**src/rtl/ha_mod_counter.sv**
```systemverilog
// Modulo-N up-counter built on a ripple chain of half adders, with synchronous
// load, terminal-count/wrap flags, sticky load error and a snapshot handshake.

module half_adder (
    input  logic a,
    input  logic b,
    output logic sum,
    output logic carry
);
    assign sum   = a ^ b;
    assign carry = a & b;
endmodule

module ha_mod_counter #(
    parameter int WIDTH   = 4,
    parameter int MODULUS = 10
) (
    input  logic             clk,
    input  logic             rst,
    input  logic             en,
    input  logic             load,
    input  logic [WIDTH-1:0] load_val,
    output logic [WIDTH-1:0] count,
    output logic             tc,
    output logic             wrap,
    output logic             load_err,
    input  logic             snap_req,
    output logic             snap_valid,
    output logic [WIDTH-1:0] snap_data,
    input  logic             snap_ack
);

    if (WIDTH < 2 || WIDTH > 16) begin : g_bad_width
        $error("ha_mod_counter: WIDTH must be in 2..16");
    end
    if (MODULUS < 2 || MODULUS > (1 << WIDTH)) begin : g_bad_modulus
        $error("ha_mod_counter: MODULUS must be in 2..2^WIDTH");
    end

    localparam logic [WIDTH-1:0] LAST    = WIDTH'(MODULUS - 1);
    localparam logic [WIDTH:0]   MOD_EXT = (WIDTH + 1)'(MODULUS);

    typedef enum logic {IDLE, HOLD} snap_state_t;

    logic [WIDTH:0]   carry;
    logic [WIDTH-1:0] sum;
    logic             carry_unused;
    logic             at_last;
    logic             load_ok;
    logic             capture;
    snap_state_t      state;
    snap_state_t      state_next;

    // Stage i adds count[i] and the carry from stage i-1; en is the first carry-in.
    assign carry[0] = en;
    for (genvar i = 0; i < WIDTH; i++) begin : g_ha
        half_adder u_ha (
            .a     (count[i]),
            .b     (carry[i]),
            .sum   (sum[i]),
            .carry (carry[i+1])
        );
    end
    assign carry_unused = carry[WIDTH];

    assign at_last = (count == LAST);
    assign load_ok = ({1'b0, load_val} < MOD_EXT);
    assign tc      = en & at_last;

    // Explicit compare at LAST keeps wrap correct even when the sum overflows naturally.
    always_ff @(posedge clk or posedge rst) begin
        if (rst) begin
            count    <= '0;
            wrap     <= 1'b0;
            load_err <= 1'b0;
        end else begin
            wrap <= 1'b0;
            if (load) begin
                if (load_ok) begin
                    count <= load_val;
                end else begin
                    count    <= '0;
                    load_err <= 1'b1;
                end
            end else if (en) begin
                if (at_last) begin
                    count <= '0;
                    wrap  <= 1'b1;
                end else begin
                    count <= sum;
                end
            end
        end
    end

    always_ff @(posedge clk or posedge rst) begin
        if (rst) begin
            state <= IDLE;
        end else begin
            state <= state_next;
        end
    end

    always_comb begin
        state_next = state;
        case (state)
            IDLE:    if (snap_req) state_next = HOLD;
            HOLD:    if (snap_ack) state_next = IDLE;
            default: state_next = IDLE;
        endcase
    end

    // snap_valid decodes registered state only, so no input reaches it combinationally.
    always_comb begin
        snap_valid = (state == HOLD);
        capture    = (state == IDLE) && snap_req;
    end

    always_ff @(posedge clk or posedge rst) begin
        if (rst) begin
            snap_data <= '0;
        end else if (capture) begin
            snap_data <= count;
        end
    end

endmodule
```
**config.mk**
```make
export PLATFORM = sky130hd
export DESIGN_NAME = ha_mod_counter
export DESIGN_NICKNAME = d
export VERILOG_FILES = /design/src/rtl/ha_mod_counter.sv
export SDC_FILE = /design/constraint.sdc
export NUM_CORES = 1
export LEC_CHECK = 0
export ABC_AREA = 1
export BUFFER_PORTS_ARGS = -buffer_cell sky130_fd_sc_hd__buf_2
export CAP_MARGIN = 20
export CORE_MARGIN = 3
export CORE_UTILIZATION = 45
export DETAILED_ROUTE_END_ITERATION = 16
export PLACE_DENSITY = 0.74
export SYNTH_ARGS = -nofsm -noshare
export SYNTH_HDL_FRONTEND = slang
export SYNTH_HIERARCHICAL = 1
export SYNTH_SLANG_ARGS = --single-unit
```
**constraint.sdc**
```tcl
create_clock -name clk -period 3 [get_ports clk]
set_input_delay 0.15 -clock clk [delete_from_list [all_inputs] [get_ports clk]]
set_output_delay 0.15 -clock clk [all_outputs]
set_load 0.05 [all_outputs]
```
-- Yosys cells after proc, flatten, opt, wreduce, memory -nomap -nowiden
Cells that the tools add are included.
- register bits: 11
- input port bits: 10
- output and inout port bits: 12
- $lt $le $gt $ge: 1
- equality and inequality tests: 1
- muxes and demuxes: 10
- bitwise logic cells: 10
- reductions and logical operators: 3
- operators with widths (kind ; number):
    4-bit 2-to-1 mux ; 4
    1-bit 2-to-1 mux ; 5
    1-bit bitwise AND ; 4
    4-bit equality test, second input constant ; 1
    4-bit less-than comparator, second input constant ; 1
    1-bit bitwise XOR ; 4
    1-bit NOT ; 2
    1-bit one-hot mux with 2 select lines ; 1
    2-bit AND reduction ; 1
    2-bit nonzero test ; 1
    1-bit logical AND ; 1

-- Longest topological paths before layout
- word-level depth: 7
- gate-level depth with buffers: 7

-- Hierarchy
Netlist, hierarchy kept.
- modules (own cells, without submodules) (module ; times used ; cells each ; area each (µm²) ; seq. area each (µm²)):
    ha_mod_counter ; 1 ; 72 ; 551.8 ; 275.3
    half_adder ; 4 ; 1 ; 12.5 ; 0.0

-- Worst setup path after synthesis
OpenSTA, ideal clock, no wires.
- kind: reg-to-output
- start: register count[0]
- end: output tc
- data arrival time: 1.585 ns
- slack: 1.265 ns
- stages on the path, launching flop included: 5
- buffers on the path: 0
- path through: dfrtp_1 nand2_1 inv_1 nand2_1 nor2_1
- longest elaborated chain between the ends: 2
- RTL lines (what ; line ; source):
    start: declaration ; 23 ; output logic [WIDTH-1:0] count,
    start signal: assignment ; 80 ; count <= load_val;
    start signal: assignment ; 90 ; count <= sum;
    4-bit equality test ; 66 ; assign at_last = (count == LAST);
    1-bit bitwise AND ; 68 ; assign tc = en & at_last;
    end: declaration ; 24 ; output logic tc,
No other way between the ends.

-- Final worst setup path
- start: register count[0]
- end: register count[3]
- longest elaborated chain between the ends: 7
- elaborated cells between the ends (all ways): 8
- those cells by class: 1 x eq/ne; 3 x mux; 4 x bitwise
- RTL lines (what ; line ; source):
    1-bit bitwise AND ; 11 ; assign carry = a & b;
    named net carry[1] ; 45 ; logic [WIDTH:0] carry;
    1-bit bitwise AND ; 11 ;
    named net carry[2] ; 45 ;
    1-bit bitwise AND ; 11 ;
    named net carry[3] ; 45 ;
    1-bit bitwise XOR ; 10 ; assign sum = a ^ b;
    named net sum[3] ; 46 ; logic [WIDTH-1:0] sum;
    4-bit 2-to-1 mux ; 86 ; if (at_last) begin
    4-bit 2-to-1 mux ; 85 ; end else if (en) begin
    4-bit 2-to-1 mux ; 78 ; if (load) begin
The timed path passes the listed nets, and every way through them passes these cells. The select of a mux whose other input is x is not followed.
A chain may end at the register's enable or synchronous reset.

==> impl_results.md <==
- Vias in the first global route: about 460
- Clock Pin Slew Worst Setup and Hold Paths: 0.07 ns
- EDFF count, synth: 0
- Slew margin rel.: between 70 and 80%
- RSZ-0062 raised after global routing: false
- Warnings from Yosys: 6
- Sequential fraction of design power: between 40% and 50%
- Status: completed
- Worst-skew pair later-pin latency: 0.26 ns
- HPWL after DPL: 920 um
- Final setup vio count: 0
- Post-synth top cells: nand2_1 (22), nor2_1 (12), dfrtp_1 (11), inv_1 (11)
- Mapped Nets: 90
- Total routed wirelength: 1.16 mm
- Synthesized cell area: between 600 and 700 sq um
- Nets: approximately 120
- Area Growth Syn to Fin: 24.7%
- WHS: around 0.095 ns
- CTS tree: done
- Max Transition Viols Final: 0
- Root buffer cell: clkbuf_4
- Sw Ratio: roughly 43%
- Crit-path max FO: 5
- Initial antenna violation count: 0
- DIE HEIGHT: around 43 um
- Wire per inst: about 10 um
- Crit Path Class: reg -> reg
- CP Launch Type: flop
- Num ports: 22
- Max_cap viols: 0
- CP endpoint kind: flop
- Core Box Area: about 1200 sq um
- Final worst path period need: about 1.5 ns
- Total negative slack: 0 ns
- Number of nets with antenna violations after routing: 0
- First-pass GRT wire length: just under 2 mm
- RePlAce Congestion: between 0.8 and 0.9
- Grt ovf: 0
- Drt pass-1 iters: 6
- Fill count: 108
- Die area: about 1800 sq um
- Worst path cell trace: ha_1 -> ha_1 -> ha_1 -> ha_1 -> nand4_1 -> nand2_1
- Clock sink count: 11
- Synth Flop Type: dfrtp_1
- Multi-input logic area: between 200 and 300 sq um
- Post-synth top area cell: dfrtp_1
- Worst setup skew after layout: approximately 0.003 ns
- CP max stage cell: dfrtp_1
- N_diodes: 0
- Total CTS buffers: 3
- Leak pwr: between 0.4 and 0.5 nW
- Gates resized, CTS repair: 0
- Comb pwr share: a little under two fifths
- Yosys cell types: 15
- Required @ worst endpoint: 3.16 ns
- Mean Syn Cell Area: 7.92 sq um
- Worst slew pin tran: a little over 0.4 ns
- Synth top area share: 45.7%
- Die width: ~43 um
- Final cycle utilization of the critical path: 50.2%
- Sw power: slightly below 0.0002 W
- Int Pwr: between 0.0002 and 0.0003 W
- Via density: 4.65
- VDD IR max: between 0.4 and 0.5 mV
- Input/output buffers: 21
- Maximum clock path buffer count: 2
- Top-count cell post-synth: nand2_1
- Initial DRC Count: 7
- Post-CTS setup buffers: 0
- Post-synth ARST share: 100%
- Share of layout cells above drive strength 1: approximately 28%
- Total power per unit cell area: 610 nW/um^2
- Area contributors post-synth: dfrtp_1 (46%), nand2_1 (14%), ha_1 (8.3%), nor2_1 (7.5%), inv_1 (6.9%)
- Via Count: approximately 540
- Hold Fails Final Rpt: 0
- Fmax: between 600 and 700 MHz
- H-tree depth: 1
- Critical path's most frequent cell: ha_1
- Pin count of the biggest net entering global routing: 12
- Reg area: 275 sq um
- Number of core rows: 12
- Yosys reg bits: 11
- CP peak stage delay: between 0.4 and 0.5 ns
- CP arrival: about 1.7 ns
- Mapped Cells: 76
- Clock Power Share: between 20% and 30%
- Residual DRC: 0
- Initial Util: about 51%
- Hold Crit Class: in -> reg
- Global-route usage over all layers: between 10% and 20%
- Sequential share of the synthesized area: ~46%
## power groups by stage
stage	Clock (W)	Combinational [W]	Sequential, W
2_1_floorplan	0	0.0000505	0.000267
3_3_place_gp	0	0.000170	0.000189
3_5_place_dp	0	0.000171	0.000191
4_1_cts	0.000101	0.000172	0.000188
5_1_grt	0.000109	0.000185	0.000191
6_report	0.0000996	0.000171	0.000187
## layout by cell type, fill, tap and decap left out, types with 2 or more instances in the layout
| cell type | instances |
|---|---|
| nand3_1 | 4 |
| nor2_1 | 12 |
| o21ai_0 | 3 |
| ha_1 | 4 |
| nand2_1 | 22 |
| buf_2 | 21 |
| a21oi_1 | 2 |
| dfrtp_1 | 11 |
| clkbuf_4 | 3 |
| inv_1 | 11 |
## flip-flops by register name, indices dropped and copies added, names as in the netlist
| signal | count |
|---|---|
| load_err | 1 |
| snap_valid | 1 |
| snap_data | 4 |
| wrap | 1 |
| count | 4 |
## final cells by class
type / instances / share of cell area (%)
clock buffer: 3 / 3.00
clock inverter: 1 / 0.667
inverter: 12 / 6.00
multi-input combinational: 52 / 36.0
sequential: 11 / 36.7
tap: 14 / 2.33
timing repair buffer: 22 / 15.3
## worst max-delay path: cells and delay by family, from the launching register on
family        cells  cell delay [ns]
fa+ha+maj         4             0.83
flops             1             0.42
simple gates      2             0.14
## stage by stage
| step | total power [W] | cells | instance area (sq um) | util (%) | worst slack [ns] |
|---|---|---|---|---|---|
| final | 0.000458 | 115 | 751 | 63.3 | 1.50 |
| after global routing | 0.000485 | 115 | 751 | 63.3 | 1.41 |
| after CTS | 0.000461 | 115 | 751 | 63.3 | 1.49 |
| after detailed placement | 0.000361 | 110 | 713 | 60.1 | 1.50 |
| after global placement | 0.000358 | 110 | 713 | 60.1 | 1.54 |
| after floorplan | 0.000318 | 76 | 602 | - | 1.27 |
## timing repair
item / CTS / global route
hold buffers: 1 / 0
setup endpoints to repair: 0 / 0
hold endpoints to repair: 11 / 0
## per-layer routing
layer | GRT usage [%] | vias up | share of wire (%)
met4 | 5.59 | 0 | 1.9
met3 | 3.86 | 2 | 5.5
li1 | - | 286 | -
met1 | 18.8 | 230 | 46
met2 | 22.8 | 17 | 46
met5 | 0 | - | 0
## cell families after synthesis
logic type	share of synthesized area (%)
AOI/OAI and AO/OA	6.86
adders and majority gates	8.32
buffers and inverters	9.35
DFF	45.7
and+or+nand+nor	29.7
## worst paths after layout
check                                     to    startpoint  slack [ns]  depth (start not counted)
worst min register to register  snap_data[0]  snap_data[0]        0.47                          2
worst min-delay path              snap_valid      snap_ack         0.1                          2
max in group asynchronous           count[0]           rst        2.30                          3
min in group asynchronous       snap_data[3]           rst        0.41                          3
worst max register to register      count[3]      count[0]        1.50                          6
worst max-delay path                count[3]      count[0]        1.50                          6
(Power assumes the default switching activity.)
